**config.mk**
```make
export PLATFORM = sky130hd
export DESIGN_NAME = galois_slot_permute
export DESIGN_NICKNAME = d
export VERILOG_FILES = /design/src/rtl/aloha_perm_pkg.sv /design/src/rtl/galois_index_gen.sv /design/src/rtl/galois_slot_permute.sv
export SDC_FILE = /design/constraint.sdc
export NUM_CORES = 1
export LEC_CHECK = 0
export ABC_AREA = 0
export CAP_MARGIN = 20
export CORE_AREA = 2 2 161 163
export CTS_BUF_LIST = sky130_fd_sc_hd__clkbuf_8 sky130_fd_sc_hd__clkbuf_16
export DETAILED_ROUTE_END_ITERATION = 7
export DIE_AREA = 0 0 163 165
export PLACE_DENSITY = 0.67
export SLEW_MARGIN = 10
export SYNTH_ARGS = -nofsm -noshare
export SYNTH_HDL_FRONTEND = slang
export SYNTH_SLANG_ARGS = --single-unit
export TNS_END_PERCENT = 50
```
**constraint.sdc**
```tcl
create_clock -name clk -period 2.9 [get_ports clk]
set_input_delay 0.29 -clock clk [delete_from_list [all_inputs] [get_ports clk]]
set_output_delay 0.29 -clock clk [all_outputs]
set_load 0.005 [all_outputs]
```
**src/rtl/aloha_perm_pkg.sv**
```systemverilog
// Shared types and helpers for the Galois slot permutation datapath.
// Holds the run mode, the sequencer states and a width-selectable bit reversal.
package aloha_perm_pkg;

  typedef enum logic {
    GATHER  = 1'b0,
    SCATTER = 1'b1
  } mode_e;

  typedef enum logic [1:0] {
    IDLE,
    ISSUE,
    DRAIN,
    DONE
  } state_e;

  // Reverses the low w bits of v; bits at and above w come back as zero.
  function automatic logic [31:0] bitrev(input logic [31:0] v, input int w);
    logic [31:0] r;
    r = '0;
    for (int i = 0; i < 32; i++) begin
      if (i < w) r[i] = v[w-1-i];
    end
    return r;
  endfunction

endpackage

```
**src/rtl/galois_index_gen.sv**
```systemverilog
// Walks the rotation orbit p_j = GEN^j mod 2^(LOGN+1) and maps each orbit
// element to its slot index, mirror/conjugate flag and the running j count.
module galois_index_gen #(
  parameter int LOGN = 13,
  parameter int GEN  = 3
) (
  input  logic            clk,
  input  logic            rst_n,
  input  logic            i_init,
  input  logic            i_advance,
  input  logic            i_conj_en,
  output logic [LOGN-2:0] o_idx,
  output logic            o_conj,
  output logic [LOGN-2:0] o_j
);
  import aloha_perm_pkg::*;

  localparam logic [LOGN:0] GEN_W = (LOGN+1)'(GEN);

  logic [LOGN:0]   r_p;
  logic [LOGN-2:0] r_j;
  logic [LOGN-1:0] w_half;
  logic [LOGN-1:0] w_e;

  // NOTE: sequential state uses non-blocking assignments so every flop samples pre-edge values.
  always_ff @(posedge clk or negedge rst_n) begin
    if (!rst_n) begin
      r_p <= (LOGN+1)'(1);
      r_j <= '0;
    end else if (i_init) begin
      r_p <= (LOGN+1)'(1);
      r_j <= '0;
    end else if (i_advance) begin
      r_p <= r_p * GEN_W;
      r_j <= r_j + 1'b1;
    end
  end

  // p is always odd, so (p-1)>>1 drops no information.
  assign w_half = LOGN'((r_p - 1'b1) >> 1);
  assign w_e    = LOGN'(bitrev(32'(w_half), LOGN));

  // Upper-half exponents fold onto their mirror N-1-e, whose low bits are ~e.
  assign o_idx  = w_e[LOGN-1] ? ~w_e[LOGN-2:0] : w_e[LOGN-2:0];
  assign o_conj = w_e[LOGN-1] & i_conj_en;
  assign o_j    = r_j;

endmodule

```
**src/rtl/galois_slot_permute.sv**
```systemverilog
// Moves S complex words between the two regions of the dual-bank FFT memory
// along the Galois orbit, with optional conjugation of mirrored slots.
module galois_slot_permute #(
  parameter int LOGN         = 13,
  parameter int FLP_WORDSIZE = 64,
  parameter int BRAM_RD_LAT  = 2,
  parameter int GEN          = 3
) (
  input  logic                      clk,
  input  logic                      rst_n,
  input  logic                      start,
  input  logic                      mode,
  input  logic                      conj_en,
  output logic                      busy,
  output logic                      done,
  output logic [LOGN-2:0]           fft_rd_addr,
  output logic [LOGN-2:0]           fft_wr_addr,
  output logic                      fft_bank0_wea,
  output logic                      fft_bank1_wea,
  input  logic [2*FLP_WORDSIZE-1:0] fft_bank0_rd_data,
  input  logic [2*FLP_WORDSIZE-1:0] fft_bank1_rd_data,
  output logic [2*FLP_WORDSIZE-1:0] fft_wr_data
);
  import aloha_perm_pkg::*;

  localparam int S   = 2**(LOGN-1);
  localparam int AW  = LOGN-1;
  localparam int DW  = 2*FLP_WORDSIZE;
  localparam int DCW = $clog2(BRAM_RD_LAT+1);

  typedef struct packed {
    logic          valid;
    logic          rd_bank;
    logic          wr_bank;
    logic          conj;
    logic [AW-1:0] wr_addr;
  } tag_t;

  state_e         r_state, w_next;
  mode_e          r_mode;
  logic           r_conj_en;
  logic [DCW-1:0] r_drain_cnt;
  logic [AW-1:0]  w_idx, w_j;
  logic           w_conj;
  logic           w_issue;
  logic [AW-1:0]  w_src_slot, w_dst_slot;
  logic           w_src_region, w_dst_region;
  tag_t           w_tag_in, w_tag_out;
  tag_t           r_tag [BRAM_RD_LAT];

  galois_index_gen #(
    .LOGN (LOGN),
    .GEN  (GEN)
  ) u_index_gen (
    .clk       (clk),
    .rst_n     (rst_n),
    .i_init    (r_state == IDLE),
    .i_advance (w_issue),
    .i_conj_en (r_conj_en),
    .o_idx     (w_idx),
    .o_conj    (w_conj),
    .o_j       (w_j)
  );

  always_ff @(posedge clk or negedge rst_n) begin
    if (!rst_n) r_state <= IDLE;
    else        r_state <= w_next;
  end

  // NOTE: every combinational output gets a default first so no latch is inferred.
  always_comb begin
    w_next = r_state;
    unique case (r_state)
      IDLE:    if (start) w_next = ISSUE;
      ISSUE:   if (w_j == AW'(S-1)) w_next = DRAIN;
      DRAIN:   if (r_drain_cnt == DCW'(BRAM_RD_LAT-1)) w_next = DONE;
      DONE:    w_next = IDLE;
      default: w_next = IDLE;
    endcase
  end

  always_ff @(posedge clk or negedge rst_n) begin
    if (!rst_n) begin
      r_mode      <= GATHER;
      r_conj_en   <= 1'b0;
      r_drain_cnt <= '0;
    end else begin
      if (r_state == IDLE && start) begin
        r_mode    <= mode_e'(mode);
        r_conj_en <= conj_en;
      end
      r_drain_cnt <= (r_state == DRAIN) ? r_drain_cnt + 1'b1 : '0;
    end
  end

  assign w_issue = (r_state == ISSUE);

  always_comb begin
    w_src_slot   = w_idx;
    w_dst_slot   = w_j;
    w_src_region = 1'b0;
    w_dst_region = 1'b1;
    if (r_mode == SCATTER) begin
      w_src_slot   = w_j;
      w_dst_slot   = w_idx;
      w_src_region = 1'b1;
      w_dst_region = 1'b0;
    end
  end

  // Slot s lives in bank s[0] at row s[AW-1:1]; the region bit sits on top.
  assign fft_rd_addr = w_issue ? {w_src_region, w_src_slot[AW-1:1]} : '0;

  always_comb begin
    w_tag_in = '0;
    if (w_issue) begin
      w_tag_in.valid   = 1'b1;
      w_tag_in.rd_bank = w_src_slot[0];
      w_tag_in.wr_bank = w_dst_slot[0];
      w_tag_in.conj    = w_conj;
      w_tag_in.wr_addr = {w_dst_region, w_dst_slot[AW-1:1]};
    end
  end

  // NOTE: this short tag pipeline is reset (unlike a RAM) so no stale write enable survives rst_n.
  always_ff @(posedge clk or negedge rst_n) begin
    if (!rst_n) begin
      for (int i = 0; i < BRAM_RD_LAT; i++) r_tag[i] <= '0;
    end else begin
      r_tag[0] <= w_tag_in;
      for (int i = 1; i < BRAM_RD_LAT; i++) r_tag[i] <= r_tag[i-1];
    end
  end

  assign w_tag_out     = r_tag[BRAM_RD_LAT-1];
  assign fft_bank0_wea = w_tag_out.valid & ~w_tag_out.wr_bank;
  assign fft_bank1_wea = w_tag_out.valid &  w_tag_out.wr_bank;
  assign fft_wr_addr   = w_tag_out.wr_addr;
  assign fft_wr_data   = (w_tag_out.rd_bank ? fft_bank1_rd_data : fft_bank0_rd_data)
                       ^ (DW'(w_tag_out.conj) << (FLP_WORDSIZE-1));

  assign busy = (r_state == ISSUE) || (r_state == DRAIN);
  assign done = (r_state == DONE);

endmodule
```
==> metrics.md, run 1 <==
| Metric | Value |
|---|---|
| Final setup vio count | `0` |
| Final setup margin | `~0.13 ns` |
| Largest net degree at the start of global routing | `39` |
| Gp weighted congestion | `roughly 0.90` |
| Worst-margin pin slew | `between 0.6 and 0.7 ns` |
| Die area | `approximately 27000 um2` |
| Routed vias | `between 5000 and 6000` |
| Clk Latency, worst-skew pair | `between 0.3 and 0.4 ns` |
| Power Density | `roughly 670 nW/um2` |
| Yosys reg bits | `64` |
| Max FO, Critical Path | `4` |
| Area Growth Syn to Fin | `94.2%` |
| Initial Utilization | `between 20% and 30%` |
| GRT overflow | `0` |
| Core box area | `around 25000 um2` |
| Hold WS | `approximately 0.34 ns` |
| Maximum clock path buffer count | `2` |
| Final Cell Area | `10200 um2` |
| Tot GR Track Use | `roughly a quarter` |
| DRT antenna net count | `0` |
| TritonRoute pass-1 iters | `5` |
| Setup TNS | `0 ns` |
| Post-synthesis instance area | `5270 um2` |
| H-Tree Level Count | `3` |
| Clk network pwr share | `18.8%` |
| Fin crit share | `95.6%` |
| Clock buffer count from CTS | `9` |
| Via/cell ratio | `roughly 4.4` |
| Pleak | `between 4 and 5 nW` |
| Worst-path clk slew | `roughly 0.06 ns` |
| Worst reg-to-reg setup slack | `slightly below 0.3 ns` |
| Fin nets | `~1200` |
| Dpl cells | `~1200` |
| Worst path required time | `~2.6 ns` |
| Global-route wire length before repair | `46700 um` |
| FFs w/ async S/R, synth | `100%` |
| Clock Skew | `0.00910 ns` |
| CP Capture Type | `output pin` |
| Layout cells sized above 1 | `about a fifth` |
| Number of global-route vias before repair | `between 5000 and 6000` |
| Ys flop type | `dfrtp_1` |
| Avg WL per Cell | `about 30 um` |
| Peak VDD IR | `0.365 mV` |
| Final hold violations | `0` |
| EDFF count, synth | `0` |
| Maxcap violations | `0` |
| CTS root buf | `clkbuf_16` |
| Final design utilization | `40.8%` |
| # clock sinks | `64` |
| Syn Inst Count | `roughly 530` |
| Status | `finished clean` |
| Syn avg cell area | `around 10 um2` |
| Chip Width | `163 um` |
| DRC viols | `0` |
| Initial antenna violation count | `16` |
| Post-DP HPWL | `between 30000 and 40000 um` |
| Net Switching | `between 2 and 3 mW` |
| Peak Freq | `roughly 0.36 GHz` |
| Synth cell types | `54` |
| Syn Nets | `approximately 820` |
| Yosys warns | `0` |
| Iteration-0 DRC Markers | `around 230` |
| RSZ-0062 raised after global routing | `false` |
| Switch share | `about two fifths` |
| Rows | `58` |
| Min-Delay Path Class | `flip-flop to flip-flop` |
| Drt total wl | `around 38000 um` |
| Seq pwr share | `around a fifth` |
| P_int | `approximately 4.2 mW` |
| Overall Power | `6.83 mW` |
| Critical path startpoint category | `flip-flop` |
| PortBufs | `416` |
| Cell Area, Placed | `approximately 10000 um2` |
| Die height | `approximately 170 um` |
| Final std cells w/o fill | `1274` |
| Pins over their slew limit | `0` |
| Filler cells | `about 2500` |
| Slew HR | `56.7%` |
| Tmin final | `approximately 2.8 ns` |
| CP Class | `flip-flop to output pin` |
| Post-synthesis sequential area ratio | `a little under a third` |
| Logic pwr share | `about three fifths` |
| Io pins | `~420` |
| CTS tree | `done` |
| Critical Path AT | `approximately 2.5 ns` |
| DP Worst Slack | `0.154 ns` |
layer usage:
layer / vias to the layer above / share of wire (%) / GRT usage (%)
li1: 2666 / - / -
met1: 2617 / 36 / 29.0
met2: 290 / 42 / 38.6
met3: 30 / 21 / 24.3
met4: 8 / 1.1 / 3.94
met5: - / 0.15 / 0
registers in the layout, summed over array words and instances, names as in the netlist:
register / cells
u_index_gen.o_j: 12
r_conj_en: 1
r_state: 2
fft_wr_addr: 12
r_mode: 1
r_tag: 20
r_drain_cnt: 2
u_index_gen.r_p: 14
cells by family (layout without fill, tap and decap cells):
group	Yosys count	after routing	synth area share [%]
multiplexers	138	138	29.3
AND/OR/NAND/NOR	115	115	10.4
AO/OA/AOI/OAI	73	73	9.70
flip-flops	64	64	30.4
buffers and inverters	64	472	5.49
XOR/XNOR	40	40	6.65
adder cells (fa/ha/maj)	33	33	7.98
other	0	9	0
power by group through the flow:
stage	combinational [mW]	clock [mW]	sequential, mW
final	4.14	1.28	1.40
after global routing	4.49	1.34	1.44
after detailed placement	4.06	0	1.42
after global placement	4.03	0	1.41
after floorplan	2.10	0	1.30
after CTS	4.13	1.30	1.40
placed cells by master (no fill, tap or decap), types with 3 or more instances in the layout:
| cell type | n |
|---|---|
| or3_1 | 3 |
| buf_12 | 3 |
| inv_1 | 20 |
| mux2i_1 | 8 |
| mux2_2 | 130 |
| bufinv_16 | 3 |
| clkbuf_16 | 9 |
| nand3_1 | 8 |
| a211oi_1 | 9 |
| o211a_1 | 4 |
| nand4_1 | 4 |
| a21oi_1 | 23 |
| ha_1 | 30 |
| nor2_1 | 50 |
| inv_6 | 3 |
| nand2_1 | 22 |
| nand2b_1 | 4 |
| diode_2 | 9 |
| nor2b_1 | 6 |
| a22o_1 | 4 |
| dfrtp_2 | 3 |
| dfrtp_1 | 59 |
| o21ai_0 | 8 |
| clkdlybuf4s50_1 | 415 |
| xor2_1 | 11 |
| or2_2 | 3 |
| xnor2_1 | 28 |
| buf_4 | 13 |
final cells by class:
cell class	instances	area [um2]	share of cell area (%)
inverter	23	86.3	0.845
clock inverter	7	125	1.22
sequential	64	1610	15.8
tap	330	413	4.04
antenna	9	22.5	0.220
multi-input combinational	399	3410	33.4
clock buffer	9	225	2.20
timing repair buffer	433	4330	42.3
final timing paths:
| kind | start | endpoint | cells after the start |
|---|---|---|---|
| setup / recovery | u_index_gen.r_p[2]$_DFFE_PN0P_ | fft_rd_addr[0] | 9 |
| hold / removal | r_tag[17]$_DFF_PN0_ | fft_wr_addr[1]$_DFF_PN0_ | 0 |
| min in group asynchronous | rst_n | u_index_gen.r_p[4]$_DFFE_PN0P_ | 2 |
| hold reg to reg | r_tag[17]$_DFF_PN0_ | fft_wr_addr[1]$_DFF_PN0_ | 0 |
| setup reg to reg | u_index_gen.r_p[0]$_DFFE_PN1P_ | u_index_gen.r_p[13]$_DFFE_PN0P_ | 9 |
| max in group asynchronous | rst_n | fft_wr_addr[2]$_DFF_PN0_ | 4 |
cell usage after synthesis (all sizes together) (7+ instances only):
cell    instances  area, um2
mux2          130       1460
dfrtp          63       1580
nor2           51        191
ha             32        400
xnor2          29        254
a21oi          25        133
clkbuf         22       82.6
inv            22       82.6
nand2          22       82.6
buf            19        120
xor2           11       96.3
a211oi         10       75.1
o21ai          10       53.8
mux2i           8       80.1
nand3           8       40.0
nor2b           7       43.8
worst max-delay path, stage by stage, from the launching register on:
cell and delay (ns):
dfrtp_2 0.44, inv_2 0.09, ha_2 0.19, and4_4 0.24, nand2_1 0.10, nand2_1 0.08, nand2_1 0.09, xnor2_2 0.21
o211a_1 0.20, clkdlybuf4s50_1 0.51
repair_timing:
action,4_1_cts,5_1_grt
endpoints found under the hold margin,18,0
endpoints found under the setup margin,11,3
hold buffers,1,0
resized for setup,5,9
pin swaps,0,2
setup buffers,0,2
Power figures use the tool's default switching activity.
==> inputs of run 2 (changes only) <==
- CTS_CLUSTER_SIZE: unset -> 25
- REMOVE_ABC_BUFFERS: unset -> 1
==> metrics.md, run 2 (synthesized netlist as in run 1, its figures left out) <==
| Metric | Value |
|---|---|
| Cell family with most CP delay | `buffers and inverters` |
| Final std cells w/o fill | `approximately 1300` |
| Die area | `approximately 27000 um2` |
| DP Worst Slack | `about 0.36 ns` |
| Setup crit end | `fft_rd_addr[0]` |
| Core box area | `between 20000 and 30000 um2` |
| Post-DP HPWL | `approximately 27000 um` |
| GR Util met2 | `around a third` |
| CP Capture Type | `output pin` |
| CP max stage cell | `dfstp_2` |
| Worst reg-to-reg setup slack | `roughly 0.34 ns` |
| R2r startpoint | `u_index_gen.r_p[0]$_DFFE_PN1P_` |
| Gp weighted congestion | `~0.9` |
| PortBufs | `around 420` |
| M1 GR Usage | `approximately a quarter` |
| Layout cells sized above 1 | `around a fifth` |
| Worst path required time | `between 2 and 3 ns` |
| Pins over their slew limit | `0` |
| Switch share | `between 30 and 40%` |
| Clock Skew | `around 0.0092 ns` |
| Largest net degree at the start of global routing | `30` |
| Clk Latency, worst-skew pair | `approximately 0.34 ns` |
| Chip Width | `between 150 and 200 um` |
| DRC viols | `0` |
| Fin crit share | `a little over nine tenths` |
| CTS tree | `done` |
| Area Growth Syn to Fin | `95.2%` |
| CP bufs+invs | `3` |
| GR peak layer | `met2` |
| Critical path startpoint category | `flip-flop` |
| CTS root buf | `clkbuf_16` |
| Worst R2R End | `u_index_gen.r_p[13]$_DFFE_PN0P_` |
| Dpl cells | `1253` |
| Via/cell ratio | `approximately 4.4` |
| Io pins | `around 420` |
| Most flops, register | `r_tag` |
| H-Tree Level Count | `3` |
| Clk network pwr share | `between 10% and 20%` |
| Power Density | `roughly 640 nW/um2` |
| Net Switching | `around 2.4 mW` |
| Pleak | `about 4.2 nW` |
| Final setup vio count | `0` |
| Drt total wl | `30900 um` |
| Met3 GRT Util | `approximately an eighth` |
| Cell Area, Placed | `slightly below 10000 um2` |
| Crit path depth | `7` |
| Final hold violations | `0` |
| Maximum clock path buffer count | `2` |
| Die height | `165 um` |
| Clock buffer count from CTS | `9` |
| Peak VDD IR | `roughly 0.34 mV` |
| Tmin final | `approximately 2.9 ns` |
| Maxcap violations | `0` |
| Status | `finished clean` |
| # clock sinks | `64` |
| Overall Power | `~6.6 mW` |
| P_int | `between 4 and 5 mW` |
| Logic pwr share | `60.5%` |
| Min-Delay Path Class | `input pin to async pin` |
| Routed vias | `5591` |
| Initial antenna violation count | `25` |
| CP Class | `flip-flop to output pin` |
| Hold WS | `about 0.018 ns` |
| Peak Freq | `around 0.35 GHz` |
| CP startpoint | `u_index_gen.r_p[0]$_DFFE_PN1P_` |
| Final setup margin | `~0.034 ns` |
| Number of global-route vias before repair | `~5500` |
| Commonest non-fill, non-tap cell in the layout | `clkdlybuf4s50_1` |
| Initial Utilization | `about a fifth` |
| Hold_buf cts | `0` |
| Cell Chain, Critical Path | `inv_1, ha_2, buf_4, xnor2_1, xnor2_2, o211a_1, clkdlybuf4s50_1` |
| Max FO, Critical Path | `8` |
| Tot GR Track Use | `21.8%` |
| Slew HR | `between 50% and 60%` |
| Slowest cell delay on critical path | `0.56 ns` |
| Global-route wire length before repair | `between 40000 and 50000 um` |
| RSZ-0062 raised after global routing | `true` |
| Largest regs | `r_tag x20, u_index_gen.r_p x14` |
| DRT antenna net count | `0` |
| Worst-path clk slew | `approximately 0.06 ns` |
| Max FFs per register | `20` |
| Most frequent cells in the layout | `clkdlybuf4s50_1, mux2_2, dfrtp_1, nor2_1, ha_1` |
| Filler cells | `roughly 2400` |
| Final design utilization | `around two fifths` |
| Fin nets | `1228` |
| Worst-margin pin slew | `between 0.7 and 0.8 ns` |
| GRT overflow | `0` |
| Final Cell Area | `between 10000 and 15000 um2` |
| Rows | `between 50 and 60` |
| Critical Path AT | `around 2.6 ns` |
| TritonRoute pass-1 iters | `4` |
| Seq pwr share | `around a fifth` |
| Avg WL per Cell | `24.2 um` |
| Setup TNS | `0 ns` |
| Iteration-0 DRC Markers | `287` |
| Worst Reg-to-Reg Cells | `9` |
-- run 2: cell types whose count changed in the layout (fill, tap and decap cells not counted), sizes merged --
cell | before | now
dlymetal6s2s | 0 | 4
clkinvlp | 0 | 1
bufinv | 3 | 2
clkinv | 2 | 3
inv | 25 | 24
diode | 9 | 10
buf | 17 | 22
dlygate4sd3 | 1 | 0
clkdlybuf4s50 | 415 | 411
-- run 2: what timing repair did --
item	in CTS	in global routing
gates resized for setup	0	15
setup endpoints to repair	0	10
buffers inserted	0	0
-- run 2: cell type report --
type                    instances  area [um2]  share of cell area, %
diodes                         10        25.0                  0.244
clock buffers                   9         225                   2.19
clock inverters                 7         103                  0.999
inverters                      23        86.3                  0.840
multi-input cells             399        3440                   33.5
flip-flops and latches         64        1610                   15.6
well taps                     330         413                   4.02
repair buffers                437        4380                   42.6
-- run 2: power by group through the flow --
stage | Clock, mW | Combinational, mW | Sequential (mW)
CTS | 1.21 | 3.93 | 1.38
global route | 1.25 | 4.29 | 1.43
detailed placement | 0 | 3.90 | 1.40
finish | 1.20 | 3.96 | 1.39
global placement | 0 | 3.86 | 1.38
floorplan | 0 | 1.86 | 1.45
-- run 2: metal layers --
layer  share of wire, %  wire, um
met5               0.74       228
met2                 47     14600
met4                1.1       334
met1                 39     12200
met3                 12      3570
-- run 2: how the worst min path moves through the flow --
stage	startpoint	end	cells after the start
after detailed placement	r_tag[19]$_DFF_PN0_	fft_wr_addr[3]$_DFF_PN0_	0
after global placement	r_tag[21]$_DFF_PN0_	fft_wr_addr[5]$_DFF_PN0_	0
after global routing	rst_n	u_index_gen.r_p[5]$_DFFE_PN0P_	1
after floorplan	rst_n	fft_wr_addr[0]$_DFF_PN0_	0
final	rst_n	u_index_gen.r_p[8]$_DFFE_PN0P_	1
after CTS	rst_n	u_index_gen.r_p[5]$_DFFE_PN0P_	1
==> inputs of run 3 (changes only) <==
- PLACE_DENSITY: 0.67 -> unset
- PLACE_DENSITY_LB_ADDON: unset -> 0.25
==> metrics.md, run 3 (synthesized netlist as in run 1, its figures left out) <==
| Metric | Value |
|---|---|
| Maximum clock path buffer count | `2` |
| Max FFs per register | `20` |
| H-Tree Level Count | `3` |
| Die height | `about 170 um` |
| Via/cell ratio | `approximately 4.4` |
| Routed vias | `around 5600` |
| Initial Utilization | `a little over a fifth` |
| # clock sinks | `64` |
| Pleak | `approximately 4.0 nW` |
| Largest regs | `r_tag x20, u_index_gen.r_p x14` |
| Peak VDD IR | `~0.31 mV` |
| Worst reg-to-reg setup slack | `0.35 ns` |
| Commonest non-fill, non-tap cell in the layout | `clkdlybuf4s50_1` |
| Worst-path clk slew | `roughly 0.050 ns` |
| TritonRoute pass-1 iters | `4` |
| Clock buffer count from CTS | `9` |
| Global-route wire length before repair | `just over 40000 um` |
| CP Class | `flip-flop to output pin` |
| Final design utilization | `between 40% and 50%` |
| Tot GR Track Use | `around 22%` |
| Fin nets | `~1200` |
| RSZ-0062 raised after global routing | `false` |
| Worst R2R End | `u_index_gen.r_p[13]$_DFFE_PN0P_` |
| DRT antenna net count | `0` |
| Peak Freq | `around 0.36 GHz` |
| Fin crit share | `96.2%` |
| Initial antenna violation count | `11` |
| CTS root buf | `clkbuf_16` |
| Max FO, Critical Path | `7` |
| Final hold violations | `0` |
| Clock Skew | `between 0.004 and 0.005 ns` |
| Worst path required time | `2.61 ns` |
| Slew HR | `between 40% and 50%` |
| Cell Area, Placed | `between 9000 and 10000 um2` |
| Final Cell Area | `~10000 um2` |
| Critical path startpoint category | `flip-flop` |
| Worst Reg-to-Reg Cells | `9` |
| PortBufs | `roughly 420` |
| Largest net degree at the start of global routing | `74` |
| Layout cells sized above 1 | `19.4%` |
| GRT overflow | `0` |
| Worst-margin pin slew | `0.862 ns` |
| Min-Delay Path Class | `input pin to async pin` |
| Final setup vio count | `0` |
| Tmin final | `2.79 ns` |
| Maxcap violations | `0` |
| R2r startpoint | `u_index_gen.r_p[0]$_DFFE_PN1P_` |
| Multi-input gate area | `~3400 um2` |
| Gp weighted congestion | `0.913` |
| Power Density | `approximately 620 nW/um2` |
| Post-DP HPWL | `27100 um` |
| Most flops, register | `r_tag` |
| Clk Latency, worst-skew pair | `0.33 ns` |
| Io pins | `about 420` |
| Chip Width | `about 160 um` |
| Critical Path AT | `2.50 ns` |
| Status | `finished clean` |
| Number of global-route vias before repair | `between 5000 and 6000` |
| Setup TNS | `0 ns` |
| Most frequent cells in the layout | `clkdlybuf4s50_1, mux2_2, dfrtp_1, nor2_1, ha_1` |
| Buffer count from post-CTS setup fixing | `0` |
| Avg WL per Cell | `around 25 um` |
| Rows | `58` |
| Drt total wl | `approximately 31000 um` |
| Iteration-0 DRC Markers | `approximately 240` |
| CP Capture Type | `output pin` |
| CTS tree | `done` |
| Hold_buf cts | `0` |
| Core box area | `25000 um2` |
| Area Growth Syn to Fin | `91.8%` |
| Reg area | `1610 um2` |
| DRC viols | `0` |
| Filler cells | `~2500` |
| Die area | `roughly 27000 um2` |
| Pins over their slew limit | `0` |
[run 3: layer usage]
layer / GRT usage (%) / vias to the layer above / part of all wire [%]
met5: 0 / - / 0.20
met4: 5.07 / 10 / 1.3
met3: 6.78 / 33 / 8.2
met2: 34.5 / 195 / 46
met1: 29.9 / 2683 / 45
li1: - / 2652 / -
[run 3: how the worst max path moves through the flow]
stage / from / to / slack, ns / depth (start not counted)
after global placement: u_index_gen.r_p[0]$_DFFE_PN1P_ / fft_rd_addr[1] / 0.26 / 7
after detailed placement: u_index_gen.r_p[0]$_DFFE_PN1P_ / fft_rd_addr[3] / 0.22 / 7
final: u_index_gen.r_p[0]$_DFFE_PN1P_ / fft_rd_addr[3] / 0.11 / 7
after floorplan: r_tag[14]$_DFF_PN0_ / fft_wr_data[63] / -0.87 / 2
after global routing: u_index_gen.r_p[0]$_DFFE_PN1P_ / fft_rd_addr[3] / 0.004 / 7
after CTS: u_index_gen.r_p[1]$_DFFE_PN0P_ / fft_rd_addr[3] / 0.02 / 8
[run 3: report_power, final]
group | total [mW] | internal [mW] | switching (mW) | leakage, nW
Sequential | 1.35 | 1.16 | 0.192 | 0.859
Combinational | 3.90 | 2.12 | 1.79 | 3.05
Clock | 0.979 | 0.587 | 0.393 | 0.130
[run 3: layout make-up]
type | count | share of cell area (%)
inverter | 23 | 0.855
sequential | 64 | 15.9
clock inverter | 4 | 0.223
tap | 330 | 4.09
timing repair buffer | 431 | 42.6
antenna | 11 | 0.273
multi-input combinational | 399 | 33.7
clock buffer | 10 | 2.37
[run 3: metrics by stage]
step | total power [mW] | hold slack, ns | worst slack, ns | instances
2_1_floorplan | 3.32 | -0.00559 | -0.871 | 486
3_3_place_gp | 5.22 | 0.333 | 0.256 | 1247
3_5_place_dp | 5.24 | 0.335 | 0.222 | 1247
4_1_cts | 6.26 | 0.105 | 0.0203 | 1261
5_1_grt | 6.64 | 0.142 | 0.00378 | 1263
6_report | 6.24 | 0.0710 | 0.111 | 1272
[run 3: critical path, cell delays in order (launching register included)]
cell	delay (ns)
dfstp_2	0.55
inv_1	0.07
ha_4	0.26
buf_4	0.17
xnor2_1	0.26
xnor2_2	0.16
a22o_1	0.16
clkdlybuf4s50_1	0.54
[run 3: repair_timing]
item,in CTS,in global routing
pin swaps,1,1
setup endpoints to repair,7,5
gates resized for setup,2,8
